`src/rtl/w5500_pkg.sv`:
```
`default_nettype none
// ============================================================================
// Module      : w5500_pkg
// Description : Shared FSM encoding, control-byte layout and timing constants
//               for the W5500-style SPI slave.
// Revision    : 1.0 - initial release
// ============================================================================
package w5500_pkg;

  localparam int c_state_w = 3;

  localparam logic [c_state_w-1:0] c_st_idle = 3'd0;
  localparam logic [c_state_w-1:0] c_st_addr = 3'd1;
  localparam logic [c_state_w-1:0] c_st_ctrl = 3'd2;
  localparam logic [c_state_w-1:0] c_st_data = 3'd3;
  localparam logic [c_state_w-1:0] c_st_done = 3'd4;

  // Control byte layout: BSB[7:3], RWB[2], OM[1:0]
  localparam int c_bsb_msb = 7;
  localparam int c_bsb_lsb = 3;
  localparam int c_rwb_bit = 2;
  localparam int c_om_msb  = 1;
  localparam int c_om_lsb  = 0;

  localparam logic       c_rwb_write = 1'b1;
  localparam logic [1:0] c_om_var    = 2'b00;
  localparam logic [1:0] c_om_1b     = 2'b01;
  localparam logic [1:0] c_om_2b     = 2'b10;
  localparam logic [1:0] c_om_4b     = 2'b11;

  // Clocks from o_rd_req to the cycle in which rd_dat is captured
  localparam int c_rd_latency = 2;

  function automatic logic [2:0] om_len(input logic [1:0] om);
    logic [2:0] len;
    case (om)
      c_om_1b: len = 3'd1;
      c_om_2b: len = 3'd2;
      c_om_4b: len = 3'd4;
      default: len = 3'd0;
    endcase
    return len;
  endfunction

endpackage
`default_nettype wire

```
`src/rtl/w5500_spi_sync.sv`:
```
`default_nettype none
// ============================================================================
// Module      : w5500_spi_sync
// Description : SYNC_STAGES-deep synchronizers for CS/SCK/MOSI plus CS and
//               SCK edge detection in the clk domain.
// Revision    : 1.0 - initial release
// ============================================================================
module w5500_spi_sync #(
  parameter int SYNC_STAGES = 2
) (
  input  logic clk,
  input  logic rst_n,
  input  logic i_spi_cs,
  input  logic i_spi_sck,
  input  logic i_spi_mosi,
  output logic o_cs_s,
  output logic o_cs_fall,
  output logic o_cs_rise,
  output logic o_sck_rise,
  output logic o_sck_fall,
  output logic o_mosi_s
);

  logic [SYNC_STAGES-1:0] r_cs_sync;
  logic [SYNC_STAGES-1:0] r_sck_sync;
  logic [SYNC_STAGES-1:0] r_mosi_sync;
  logic                   r_cs_d;
  logic                   r_sck_d;

  // CS resets low so a CS already low at reset release never looks like a
  // fall; a real high phase must be seen first.
  always_ff @(posedge clk or negedge rst_n) begin
    if (!rst_n) begin
      r_cs_sync   <= '0;
      r_sck_sync  <= '0;
      r_mosi_sync <= '0;
      r_cs_d      <= 1'b0;
      r_sck_d     <= 1'b0;
    end else begin
      r_cs_sync   <= {r_cs_sync[SYNC_STAGES-2:0], i_spi_cs};
      r_sck_sync  <= {r_sck_sync[SYNC_STAGES-2:0], i_spi_sck};
      r_mosi_sync <= {r_mosi_sync[SYNC_STAGES-2:0], i_spi_mosi};
      r_cs_d      <= r_cs_sync[SYNC_STAGES-1];
      r_sck_d     <= r_sck_sync[SYNC_STAGES-1];
    end
  end

  assign o_cs_s     = r_cs_sync[SYNC_STAGES-1];
  assign o_cs_fall  = r_cs_d & ~r_cs_sync[SYNC_STAGES-1];
  assign o_cs_rise  = ~r_cs_d & r_cs_sync[SYNC_STAGES-1];
  assign o_sck_rise = ~r_sck_d & r_sck_sync[SYNC_STAGES-1];
  assign o_sck_fall = r_sck_d & ~r_sck_sync[SYNC_STAGES-1];
  assign o_mosi_s   = r_mosi_sync[SYNC_STAGES-1];

endmodule
`default_nettype wire

```
`src/rtl/w5500_spi_slave.sv`:
```
`default_nettype none
// ============================================================================
// Module      : w5500_spi_slave
// Description : W5500-framed SPI mode-0 slave: address/control decode, byte
//               write strobes and prefetched read data on MISO.
//               Option macro: W5500_SLV_FIXED_LEN_EN (OM-selected length).
// Revision    : 1.0 - initial release
// ============================================================================
module w5500_spi_slave
  import w5500_pkg::*;
#(
  parameter int SYNC_STAGES = 2
) (
  input  logic        clk,
  input  logic        rst_n,
  input  logic        spi_cs,
  input  logic        spi_sck,
  input  logic        spi_mosi,
  output logic        o_spi_miso,
  output logic        o_spi_miso_oe,
  output logic        o_wr_vld,
  output logic        o_rd_req,
  output logic [4:0]  o_bsb,
  output logic [15:0] o_addr,
  output logic [7:0]  o_wr_dat,
  input  logic [7:0]  rd_dat,
  output logic        o_frm_end,
  output logic        o_frm_err
);

  logic w_cs_s, w_cs_fall, w_cs_rise, w_sck_rise, w_sck_fall, w_mosi_s;

  logic [c_state_w-1:0]    r_state;
  logic [c_state_w-1:0]    w_next_state;
  logic [2:0]              r_bit_cnt;
  logic                    r_addr_lo;
  logic [6:0]              r_shift_in;
  logic [7:0]              r_shift_out;
  logic                    r_rwb;
  logic [c_rd_latency-1:0] r_rd_pipe;
  logic                    r_armed;
  logic                    r_miso_oe;
  logic                    r_wr_vld;
  logic                    r_rd_req;
  logic                    r_frm_end;
  logic                    r_frm_err;
  logic [4:0]              r_bsb;
  logic [15:0]             r_addr;
  logic [7:0]              r_wr_dat;

  logic [7:0] w_byte;
  logic       w_in_frame;
  logic       w_byte_done;
  logic       w_miso_en;
  logic       w_shift_out;
  logic       w_last_byte;

  w5500_spi_sync #(
    .SYNC_STAGES (SYNC_STAGES)
  ) u_sync (
    .clk        (clk),
    .rst_n      (rst_n),
    .i_spi_cs   (spi_cs),
    .i_spi_sck  (spi_sck),
    .i_spi_mosi (spi_mosi),
    .o_cs_s     (w_cs_s),
    .o_cs_fall  (w_cs_fall),
    .o_cs_rise  (w_cs_rise),
    .o_sck_rise (w_sck_rise),
    .o_sck_fall (w_sck_fall),
    .o_mosi_s   (w_mosi_s)
  );

  assign w_byte = {r_shift_in, w_mosi_s};

`ifdef W5500_SLV_FIXED_LEN_EN
  logic [1:0] r_om;
  logic [2:0] r_dat_cnt;

  always_ff @(posedge clk or negedge rst_n) begin
    if (!rst_n) begin
      r_om      <= c_om_var;
      r_dat_cnt <= 3'd0;
    end else if (w_cs_fall) begin
      r_dat_cnt <= 3'd0;
    end else if (w_byte_done && (r_state == c_st_ctrl)) begin
      r_om <= w_byte[c_om_msb:c_om_lsb];
    end else if (w_byte_done && (r_state == c_st_data)) begin
      r_dat_cnt <= r_dat_cnt + 3'd1;
    end
  end

  assign w_last_byte = (r_om != c_om_var) && ((r_dat_cnt + 3'd1) == om_len(r_om));
`else
  assign w_last_byte = 1'b0;
`endif

  // State register
  always_ff @(posedge clk or negedge rst_n) begin
    if (!rst_n) r_state <= c_st_idle;
    else        r_state <= w_next_state;
  end

  // Next-state logic
  always_comb begin
    w_next_state = r_state;
    if (w_cs_rise) begin
      w_next_state = c_st_idle;
    end else begin
      case (r_state)
        c_st_idle: if (w_cs_fall)                 w_next_state = c_st_addr;
        c_st_addr: if (w_byte_done && r_addr_lo)  w_next_state = c_st_ctrl;
        c_st_ctrl: if (w_byte_done)               w_next_state = c_st_data;
        c_st_data: if (w_byte_done && w_last_byte) w_next_state = c_st_done;
        c_st_done: w_next_state = c_st_done;
        default:   w_next_state = c_st_idle;
      endcase
    end
  end

  // State-decoded controls
  always_comb begin
    w_in_frame  = (r_state != c_st_idle);
    w_byte_done = w_in_frame && w_sck_rise && (r_bit_cnt == 3'd7);
    w_miso_en   = (r_state == c_st_data) && (r_rwb != c_rwb_write);
    // The fall right after a byte boundary keeps bit 7 of the freshly loaded byte
    w_shift_out = w_miso_en && w_sck_fall && (r_bit_cnt != 3'd0);
  end

  always_ff @(posedge clk or negedge rst_n) begin
    if (!rst_n) begin
      r_bit_cnt   <= 3'd0;
      r_addr_lo   <= 1'b0;
      r_shift_in  <= 7'd0;
      r_shift_out <= 8'd0;
      r_rwb       <= 1'b0;
      r_rd_pipe   <= '0;
      r_armed     <= 1'b0;
      r_miso_oe   <= 1'b0;
      r_wr_vld    <= 1'b0;
      r_rd_req    <= 1'b0;
      r_frm_end   <= 1'b0;
      r_frm_err   <= 1'b0;
      r_bsb       <= 5'd0;
      r_addr      <= 16'd0;
      r_wr_dat    <= 8'd0;
    end else begin
      r_wr_vld  <= 1'b0;
      r_rd_req  <= 1'b0;
      r_frm_end <= 1'b0;
      r_frm_err <= 1'b0;
      if (w_cs_s) r_armed <= 1'b1;
      r_miso_oe <= r_armed & ~w_cs_s;
      r_rd_pipe <= {r_rd_pipe[c_rd_latency-2:0], r_rd_req};

      if (w_cs_fall) begin
        r_bit_cnt <= 3'd0;
        r_addr_lo <= 1'b0;
      end else if (w_in_frame && w_sck_rise) begin
        r_bit_cnt  <= r_bit_cnt + 3'd1;
        r_shift_in <= w_byte[6:0];
      end

      if (w_cs_rise && w_in_frame) begin
        r_frm_end <= 1'b1;
        r_frm_err <= (r_bit_cnt != 3'd0);
      end

      // Write address advances the cycle after its strobe so the strobe sees it
      if (r_wr_vld) r_addr <= r_addr + 16'd1;

      if (w_byte_done && !w_cs_rise) begin
        case (r_state)
          c_st_addr: begin
            if (!r_addr_lo) begin
              r_addr[15:8] <= w_byte;
              r_addr_lo    <= 1'b1;
            end else begin
              r_addr[7:0] <= w_byte;
            end
          end
          c_st_ctrl: begin
            r_bsb <= w_byte[c_bsb_msb:c_bsb_lsb];
            r_rwb <= w_byte[c_rwb_bit];
            if (w_byte[c_rwb_bit] != c_rwb_write) r_rd_req <= 1'b1;
          end
          c_st_data: begin
            if (r_rwb == c_rwb_write) begin
              r_wr_vld <= 1'b1;
              r_wr_dat <= w_byte;
            end else begin
              r_addr <= r_addr + 16'd1;
              if (!w_last_byte) r_rd_req <= 1'b1;
            end
          end
          default: ;
        endcase
      end

      if (r_rd_pipe[c_rd_latency-1])
        r_shift_out <= rd_dat;
      else if (w_shift_out)
        r_shift_out <= {r_shift_out[6:0], 1'b0};
    end
  end

  assign o_spi_miso    = r_shift_out[7] & w_miso_en;
  assign o_spi_miso_oe = r_miso_oe;
  assign o_wr_vld      = r_wr_vld;
  assign o_rd_req      = r_rd_req;
  assign o_bsb         = r_bsb;
  assign o_addr        = r_addr;
  assign o_wr_dat      = r_wr_dat;
  assign o_frm_end     = r_frm_end;
  assign o_frm_err     = r_frm_err;

endmodule
`default_nettype wire

```
`config.mk`:
```
export PLATFORM = sky130hd
export DESIGN_NAME = w5500_spi_slave
export DESIGN_NICKNAME = d
export VERILOG_FILES = /design/src/rtl/w5500_pkg.sv /design/src/rtl/w5500_spi_sync.sv /design/src/rtl/w5500_spi_slave.sv
export SDC_FILE = /design/constraint.sdc
export NUM_CORES = 1
export LEC_CHECK = 0
export ABC_CLOCK_PERIOD_IN_PS = 2400
export CORE_MARGIN = 2
export CORE_UTILIZATION = 44
export CTS_BUF_LIST = sky130_fd_sc_hd__clkbuf_4 sky130_fd_sc_hd__clkbuf_8
export DETAILED_ROUTE_END_ITERATION = 10
export GPL_ROUTABILITY_DRIVEN = 0
export MAX_ROUTING_LAYER = met4
export PLACE_DENSITY = 0.73
export SKIP_LAST_GASP = 1
export SYNTH_ARGS = -nofsm -noshare
export SYNTH_HDL_FRONTEND = slang
export SYNTH_SLANG_ARGS = --single-unit
```
`constraint.sdc`:
```
create_clock -name clk -period 2.4 [get_ports clk]
set_input_delay 0.6 -clock clk [delete_from_list [all_inputs] [get_ports clk]]
set_output_delay 0.6 -clock clk [all_outputs]
set_load 0.01 [all_outputs]
```
==> reports/results.ini, run 1 <==
[clocking]
clk_pin_slew_ns=0.08
cts_buffers=9
ctsRootBufferMaster=clkbuf_8
clk_latency_ns=0.35
post_cts_buffers=0
cts_max_level=3
cts_max_path_buffers=2
clkSinkCount=68
cts.hold.buffers_added=0
cts_tree=done

[routing]
wirelength_um=6800
dr.pass1.iters=4
post_drt_wl_per_cell_um=15.5
route.detailed.drc=0
drtAntennaViolNets=0
drt_iter0_drc=167
viasPerCell=5.41
vias=2377

[cells_and_area]
layout-area-overhead-vs-synth_pct=24.7
final_nets=352
stdcell_count=439
nFillCells=636
drive_gt1_share_pct=16.8
diodes=0

[flow_run]
maxCapViolations=0

[logic_synthesis]
synthCells=282
synth_fp_nets=299
synth_warnings=0
yosysMostFrequentCell=dfrtp_1
synth-seq-cells=68
synthTopCellsByCount=dfrtp_1 (68), nand2_1 (24), mux2_2 (21)
synthArstFlopShare_pct=100
yosys.area.top_type=dfrtp_1
ys_seq_area_share_pct=53.0
synth_area_um2=3210
synth_top_area_share_pct=53.0
synth-edff-count=0
ys_top_cells_by_area=dfrtp_1 (53%), mux2_2 (7.4%), mux2i_1 (3.4%)
synth.distinct_cells=52
avgSynthCellArea_um2=11.4
synth_ff_type=dfrtp_1

[setup_path]
crit_fanout=8
arrival_ns=2.35
setup.worst_path.end_class=register
cpPeakStageDelay_ns=0.44
crit_required_ns=2.63
path_cells=ha_1 -> ha_1 -> nand3b_1 -> nor3_1 -> nand4_1 -> mux2_2
critPathBufInv=0
path_class=register to register
slowest_stage=nand4_1
crit_top_cell=ha_1
critPathLaunchType=register
path_delay_family=simple AND/OR/NAND/NOR gates

[pwr]
powerDensity_nw_per_um2=606
ir_drop_mv=0.293
p_leak_nw=1.76

[floorplanning]
pin_count=48
rows=31
start_util_pct=44.8
die_w_um=89.4
dieHeight_um=89.4
core_um2=7180
die_area_um2=8000

[sta]
slew_viol_final=0
min_period_over_period_pct=88.4
hold_viol=0
finalSetupTns_ns=0
relSlewSlack_pct=57.6
finClkSkew_ns=0.00976
fmax_mhz=471
setup_viol=0
worst_pin_slew_ns=0.633
fin_crit_ns=2.12
rsz0062_at_grt=false

[global_routing]
antenna_found_initial=0
grt_max_degree=69
gr-usage-all-layers_pct=18.9
grt_pass1_wl_um=11100
grt_pass1_vias=2300
gr-total-overflow=0

[min_path]
hp-class=primary input to async pin

[placement]
portBuffers=47
dpl.cell_count=423
dp_hpwl_um=4610

[run_status]
status=complete, no violations

[metal layers]
| metal | part of all wire [%] | wire length [um] | vias up | global-route usage (%) |
|---|---|---|---|---|
| met5 | 0 | 0 | - | - |
| met4 | 1.4 | 95 | 0 | 6.92 |
| met2 | 48 | 3240 | 72 | 27.8 |
| li1 | - | - | 1133 | - |
| met1 | 45 | 3090 | 1165 | 25.2 |
| met3 | 5.5 | 375 | 7 | 5.17 |
[state kept, by name (all words and copies together) (netlist names)]
register and flops:
r_state 3, r_rwb 1, r_addr_lo 1, u_sync.r_sck_d 1, r_bit_cnt 3, o_addr 16, r_shift_out 8, u_sync.r_sck_sync 2
o_rd_req 1, u_sync.r_mosi_sync 2, o_frm_err 1, o_wr_vld 1, o_wr_dat 8, u_sync.r_cs_sync 2, r_armed 1, o_bsb 5
r_shift_in 7, u_sync.r_cs_d 1, o_frm_end 1, r_rd_pipe 2, o_spi_miso_oe 1
[cells by family (layout without fill, tap and decap cells)]
kind of cell | count (synthesis) | count (layout) | share of synthesized area [%]
AND/OR/NAND/NOR | 90 | 90 | 16.2
flip-flops | 68 | 68 | 53.0
AO/OA/AOI/OAI | 52 | 52 | 11.4
multiplexers | 32 | 32 | 10.8
buffers and inverters | 21 | 79 | 2.96
XOR/XNOR | 15 | 15 | 4.09
adder cells (fa/ha/maj) | 4 | 4 | 1.56
[timing repair]
action	CTS	global route
hold endpoints to repair	0	0
resized for setup	0	2
setup endpoints to repair	0	1
[cell usage in the layout, fill, tap and decap left out, types with 7 or more instances in the layout]
master and count:
inv_1 8, dfrtp_1 67, nor3_1 8, buf_4 7
clkbuf_8 9, nor2b_1 7, nor2_1 10, mux2_2 21
o22ai_1 8, xor2_1 9, nand2_1 24, mux2i_1 11
clkdlybuf4s50_1 45, o21ai_0 12, nand4_1 7
[where the power goes]
group | switching, W | internal, W | leakage [nW]
sequential | 0.000122 | 0.00121 | 0.867
clock | 0.000442 | 0.000476 | 0.103
combinational | 0.0000761 | 0.0000964 | 0.790
[through the flow]
stage | instance area, um^2 | hold slack [ns] | worst slack (ns) | util (%) | power [W]
2_1_floorplan | 3210 | 0.304 | 0.520 | - | 0.00140
5_1_grt | 4000 | 0.296 | 0.0975 | 55.8 | 0.00253
4_1_cts | 4000 | 0.267 | 0.00524 | 55.7 | 0.00245
3_5_place_dp | 3810 | 0.335 | 0.301 | 53.1 | 0.00153
3_3_place_gp | 3810 | 0.332 | 0.397 | 53.1 | 0.00152
6_report | 4000 | 0.255 | 0.279 | 55.8 | 0.00243
[worst reg2reg max path, delay by kind of cell, from the launching register on]
kind,cells,cell delay (ns)
and+or+nand+nor,3,0.87
adders and majority gates,2,0.33
DFF,1,0.39
muxes,1,0.44
[worst paths after layout]
kind	start	end	slack, ns	depth (start not counted)
hold reg to reg	u_sync.r_mosi_sync[0]$_DFF_PN0_	u_sync.r_mosi_sync[1]$_DFF_PN0_	0.35	0
max in group asynchronous	rst_n	r_rwb$_DFFE_PN0P_	1.83	2
setup reg to reg	r_bit_cnt[0]$_DFFE_PN0P_	o_wr_dat[6]$_DFFE_PN0P_	0.28	6
hold / removal	rst_n	o_addr[13]$_DFF_PN0_	0.25	2
setup / recovery	r_bit_cnt[0]$_DFFE_PN0P_	o_wr_dat[6]$_DFFE_PN0P_	0.28	6
min in group clk	u_sync.r_mosi_sync[0]$_DFF_PN0_	u_sync.r_mosi_sync[1]$_DFF_PN0_	0.35	0
[layout make-up]
| type | instances | area (um^2) | share of cell area (%) |
|---|---|---|---|
| clock buffers | 9 | 124 | 3.09 |
| repair buffers | 55 | 541 | 13.5 |
| inverters | 8 | 30.0 | 0.750 |
| clock inverters | 7 | 67.6 | 1.69 |
| multi-input cells | 193 | 1420 | 35.3 |
| flip-flops and latches | 68 | 1700 | 42.5 |
| well taps | 99 | 124 | 3.09 |
No activity file was read; power rests on OpenSTA's default activity.
==> run 2, diff against run 1 <==
--- a/config.mk
+++ b/config.mk
@@ -5,14 +5,14 @@
 export SDC_FILE = /design/constraint.sdc
 export NUM_CORES = 1
 export LEC_CHECK = 0
-export ABC_CLOCK_PERIOD_IN_PS = 2400
+export ABC_CLOCK_PERIOD_IN_PS = 1900
 export CORE_MARGIN = 2
 export CORE_UTILIZATION = 44
 export CTS_BUF_LIST = sky130_fd_sc_hd__clkbuf_4 sky130_fd_sc_hd__clkbuf_8
 export DETAILED_ROUTE_END_ITERATION = 10
-export GPL_ROUTABILITY_DRIVEN = 0
+export GPL_ROUTABILITY_DRIVEN = 1
 export MAX_ROUTING_LAYER = met4
-export PLACE_DENSITY = 0.73
+export PLACE_DENSITY = 0.76
 export SKIP_LAST_GASP = 1
 export SYNTH_ARGS = -nofsm -noshare
 export SYNTH_HDL_FRONTEND = slang
==> constraint.sdc (replaced) <==
create_clock -name clk -period 1.9 [get_ports clk]
set_input_delay 0.475 -clock clk [delete_from_list [all_inputs] [get_ports clk]]
set_output_delay 0.475 -clock clk [all_outputs]
set_load 0.01 [all_outputs]
==> run 2 against run 1 <==
Compared with the run above:
- hold slack got worse by 0.14 ns
- wire length rose by 2.5%
- die area did not move
- largest power group unchanged
- clock power rose by 35%
- maximum frequency rose by 15%
- final cell count rose by 3.2%
- sequential share of layout area fell by 1.5 points
- critical path depth rose by 1
- final area rose by 4.1%
- global-route usage rose by 0.81 points
- utilization rose by 2.3 points
- count of clock-buffer cells in the layout rose by 2
==> reports/results.ini, run 2 (synthesis results as in run 1) <==
[setup_path]
crit_fanout=7
slowest_stage=dfrtp_1
setup.worst_path.end_class=register
critPathLaunchType=register
path_delay_family=simple AND/OR/NAND/NOR gates
critPathBufInv=0
cpPeakStageDelay_ns=0.39
path_cells=ha_1 -> ha_1 -> and3b_2 -> a41oi_4 -> nor2_2 -> and4_1 -> o31ai_2
arrival_ns=2.11
path_class=register to register
crit_top_cell=ha_1
crit_required_ns=2.16

[clocking]
ctsRootBufferMaster=clkbuf_8
clk_latency_ns=0.35
cts_tree=done
cts_max_level=3
cts.hold.buffers_added=0
clk_pin_slew_ns=0.08
cts_buffers=9
cts_max_path_buffers=2
clkSinkCount=68

[routing]
drt_iter0_drc=175
wirelength_um=6970
post_drt_wl_per_cell_um=15.4
route.detailed.drc=0
viasPerCell=5.30
wl_met1_um=3150
dr_wl_met2_um=3320
wl_met3_um=383
drtAntennaViolNets=0
vias=2399
topRoutingLayerUsed=met4
dr.pass1.iters=4

[floorplanning]
dieHeight_um=89.4
rows=31
core_um2=7180
pin_count=48
die_area_um2=8000
start_util_pct=44.8
die_w_um=89.4

[min_path]
hp-class=primary input to async pin

[pwr]
total_power_w=0.00316
p_clk_share_pct=39.2
powerDensity_nw_per_um2=759
p_int_w=0.00234
comb_power_share_pct=7.3
p_leak_nw=1.83
netSwitchingFraction_pct=26.0
sequentialPowerShare_pct=53.5
ir_drop_mv=0.646
switchingPower_w=0.000821

[global_routing]
grt_max_degree=69
gr-total-overflow=0
grt_pass1_vias=2387
grt_pass1_wl_um=11400
gr-usage-all-layers_pct=19.7
antenna_found_initial=0

[sta]
rsz0062_at_grt=true
relSlewSlack_pct=72.9
slew_viol_final=0
fin_crit_ns=1.85
hold_viol=0
finClkSkew_ns=0.0107
worst_pin_slew_ns=0.407
min_period_over_period_pct=97.1
fmax_mhz=542
setup_viol=0

[cells_and_area]
layout-area-overhead-vs-synth_pct=29.8
largest_reg_flops=16
final_nets=366
final_cell_mix=dfrtp_1 (61), clkdlybuf4s50_1 (44), nand2_1 (24), mux2_2 (21), buf_4 (20)
stdcell_count=453
fin_area_um2=4170
nFillCells=624
drive_gt1_share_pct=23.2
mostFrequentLayoutCell=dfrtp_1
diodes=0

[placement]
placed_area_um2=3910
dp_hpwl_um=4960
gp_congestion=0.847
portBuffers=47
dpl.cell_count=436

[flow_run]
maxCapViolations=0

[run_status]
status=complete, no violations

==> run 2: what timing repair did <==
action                     4_1_cts  5_1_grt
pin swaps                        1        1
gates resized for setup          5       13
setup endpoints to repair        7       20
buffers inserted                 0        1
==> run 2: per-stage QoR <==
stage / setup TNS [ns] / util [%] / setup WS (ns) / hold slack (ns)
final: 0 / 58.1 / 0.0545 / 0.117
after global routing: -0.210 / 58.1 / -0.0576 / 0.146
after CTS: -0.0856 / 57.5 / -0.0412 / 0.134
after detailed placement: -0.0234 / 54.4 / -0.0210 / 0.335
after global placement: 0 / 54.4 / 0.0651 / 0.334
after floorplan: 0 / - / 0.0799 / 0.179
==> run 2: path summary, 6_finish.rpt <==
| kind | from | endpoint | slack (ns) | depth (start not counted) |
|---|---|---|---|---|
| setup / recovery | r_bit_cnt[0]$_DFFE_PN0P_ | o_addr[13]$_DFF_PN0_ | 0.05 | 7 |
| setup reg to reg | r_bit_cnt[0]$_DFFE_PN0P_ | o_addr[13]$_DFF_PN0_ | 0.05 | 7 |
| max in group asynchronous | rst_n | o_wr_vld$_DFF_PN0_ | 1.45 | 2 |
| hold reg to reg | r_rd_pipe[0]$_DFF_PN0_ | r_rd_pipe[1]$_DFF_PN0_ | 0.35 | 0 |
| min in group clk | r_rd_pipe[0]$_DFF_PN0_ | r_rd_pipe[1]$_DFF_PN0_ | 0.35 | 0 |
| hold / removal | rst_n | o_addr[5]$_DFF_PN0_ | 0.12 | 2 |
==> run 2: layout make-up <==
| type | instances | area [um^2] | area share [%] |
|---|---|---|---|
| clock inverter | 5 | 60.1 | 1.44 |
| inverter | 8 | 30.0 | 0.721 |
| timing repair buffer | 69 | 644 | 15.5 |
| tap | 99 | 124 | 2.97 |
| clock buffer | 11 | 151 | 3.63 |
| multi-input combinational | 193 | 1450 | 34.7 |
| sequential | 68 | 1710 | 41.0 |
==> run 2: routing by layer <==
metal  up-vias  track usage [%]
li1       1157                -
met1      1166             25.5
met2        61             30.0
met3        15             4.99
met4         0             7.46
met5         -                -
==> run 2: worst register-to-register path: cells and delay by family, from the launching register on <==
family                   cells  cell delay, ns
adder cells (fa/ha/maj)      2            0.38
AO/OA/AOI/OAI                2            0.41
flip-flops                   1            0.39
AND/OR/NAND/NOR              3            0.59
==> run 2: power by group through the flow <==
stage	combinational, W	sequential, W	clock, W
after floorplan	0.000133	0.00164	0
after global placement	0.000224	0.00171	0
after detailed placement	0.000233	0.00172	0
after CTS	0.000234	0.00169	0.00127
after global routing	0.000257	0.00171	0.00133
final	0.000231	0.00169	0.00124
==> run 3, diff against run 2 <==
--- a/config.mk
+++ b/config.mk
@@ -6,13 +6,15 @@
 export NUM_CORES = 1
 export LEC_CHECK = 0
 export ABC_CLOCK_PERIOD_IN_PS = 1900
+export CELL_PAD_IN_SITES_DETAIL_PLACEMENT = 1
+export CELL_PAD_IN_SITES_GLOBAL_PLACEMENT = 2
 export CORE_MARGIN = 2
-export CORE_UTILIZATION = 44
+export CORE_UTILIZATION = 33
 export CTS_BUF_LIST = sky130_fd_sc_hd__clkbuf_4 sky130_fd_sc_hd__clkbuf_8
 export DETAILED_ROUTE_END_ITERATION = 10
 export GPL_ROUTABILITY_DRIVEN = 1
 export MAX_ROUTING_LAYER = met4
-export PLACE_DENSITY = 0.76
+export PLACE_DENSITY = 0.83
 export SKIP_LAST_GASP = 1
 export SYNTH_ARGS = -nofsm -noshare
 export SYNTH_HDL_FRONTEND = slang
==> run 3 against run 2 <==
Compared with the run above:
- sequential power about the same
- die area up 32%
- register-to-register slack worse by 0.02 ns
- first-iteration DRC count down 55%
- global-route usage down 2.9 points
- hold slack worse by 0.0030 ns
- critical endpoint is now o_bsb[2]$_DFFE_PN0P_
- largest cell class unchanged
- highest routed layer unchanged
==> reports/results.ini, run 3 (synthesis results as in run 1) <==
[setup_path]
critPathLaunchType=register
crit_required_ns=2.14
path_class=register to register
crit_fanout=5
rrSetupSlack_ns=0.03
arrival_ns=2.10
setup.worst_path.end_class=register

[floorplanning]
pin_count=48
rows=36
start_util_pct=33.5
dieHeight_um=103
core_um2=9590
die_area_um2=10500
die_w_um=103

[routing]
wl_met1_um=4040
route.detailed.drc=0
wl_met3_um=303
drt_iter0_drc=79
dr.pass1.iters=4
post_drt_wl_per_cell_um=16.4
dr_wl_met2_um=3640
vias=2486
wirelength_um=8090
topRoutingLayerUsed=met4
viasPerCell=5.04
drtAntennaViolNets=0

[cells_and_area]
layout-area-overhead-vs-synth_pct=35.0
final_cell_mix=dfrtp_1 (61), clkdlybuf4s50_1 (43), buf_4 (25), nand2_1 (24), mux2_2 (17)
drive_gt1_share_pct=25.0
stdcell_count=493
final_nets=372
nFillCells=1022
multi_input_area_um2=1480
mostFrequentLayoutCell=dfrtp_1
diodes=0
regArea_um2=1710
largest_reg_flops=16
fin_area_um2=4340

[pwr]
p_leak_nw=1.90
total_power_w=0.00344
ir_drop_mv=0.361
powerDensity_nw_per_um2=794

[clocking]
cts_buffers=9
clk_pin_slew_ns=0.08
cts_tree=done
cts_max_path_buffers=2
ctsRootBufferMaster=clkbuf_8
clk_latency_ns=0.35
cts_max_level=3
cts.hold.buffers_added=0
clkSinkCount=68

[sta]
min_period_over_period_pct=98.2
finClkSkew_ns=0.0163
setup_ws_ns=0.0350
setup_viol=0
hold_slack_ns=0.114
worst_pin_slew_ns=0.448
relSlewSlack_pct=70.2
rsz0062_at_grt=true
fin_crit_ns=1.87
hold_viol=0
fmax_mhz=536
slew_viol_final=0

[global_routing]
grt_pass1_vias=2531
antenna_found_initial=0
grt_pass1_wl_um=13100
gr-total-overflow=0
gr-usage-all-layers_pct=16.9
grt_max_degree=69

[flow_run]
maxCapViolations=0

[placement]
portBuffers=47
gp_congestion=0.839
dp_hpwl_um=5500
dpl.cell_count=472
post-place-ws_ns=-0.0610
placed_area_um2=3980

[run_status]
status=complete, no violations

[min_path]
hp-class=primary input to async pin

[run 3: worst max-delay path, cell delays in order (launching register included)]
cell	delay, ns
dfrtp_1	0.36
ha_2	0.21
ha_4	0.13
nand3b_1	0.10
nor3_2	0.21
nand2_1	0.11
nor2_2	0.15
buf_6	0.15
mux2_2	0.34
[run 3: area by class of cell]
type                       count  share of cell area, %
inverter                       8                  0.692
sequential                    68                   39.4
timing repair buffer          75                   16.2
multi-input combinational    193                   34.0
tap                          133                   3.84
clock buffer                  10                   3.17
clock inverter                 6                   2.57
[run 3: worst paths after layout]
path / startpoint / endpoint / cells past startpoint
setup reg to reg: r_bit_cnt[1]$_DFFE_PN0P_ / o_bsb[2]$_DFFE_PN0P_ / 8
min in group clk: r_rd_pipe[0]$_DFF_PN0_ / r_rd_pipe[1]$_DFF_PN0_ / 0
setup / recovery: r_bit_cnt[1]$_DFFE_PN0P_ / o_bsb[2]$_DFFE_PN0P_ / 8
hold reg to reg: r_rd_pipe[0]$_DFF_PN0_ / r_rd_pipe[1]$_DFF_PN0_ / 0
max in group asynchronous: rst_n / o_wr_vld$_DFF_PN0_ / 2
hold / removal: rst_n / o_addr[4]$_DFF_PN0_ / 2
[run 3: metrics by stage]
stage	TNS [ns]	utilization, %
floorplan	0	-
detailed placement	-0.0610	41.4
finish	0	45.2
CTS	-0.0508	44.2
global placement	0	41.4
global route	-0.587	45.2
[run 3: power breakdown]
group / total (W) / internal, W / switching (W) / leakage [nW]
logic: 0.000248 / 0.000137 / 0.000111 / 0.917
clock network: 0.00151 / 0.000908 / 0.000598 / 0.122
registers: 0.00169 / 0.00153 / 0.000157 / 0.856
total: 0.00344 / 0.00258 / 0.000866 / 1.90
[run 3: repair_timing]
item,CTS,global route
gates resized for setup,6,19
endpoints found under the setup margin,5,19
pin swaps,0,5
buffers inserted,0,5
cloned,0,0
[run 3: routing by layer]
metal	up-vias	track usage [%]
met5	-	-
li1	1164	-
met3	7	3.93
met1	1264	23.5
met2	51	24.6
met4	0	4.82
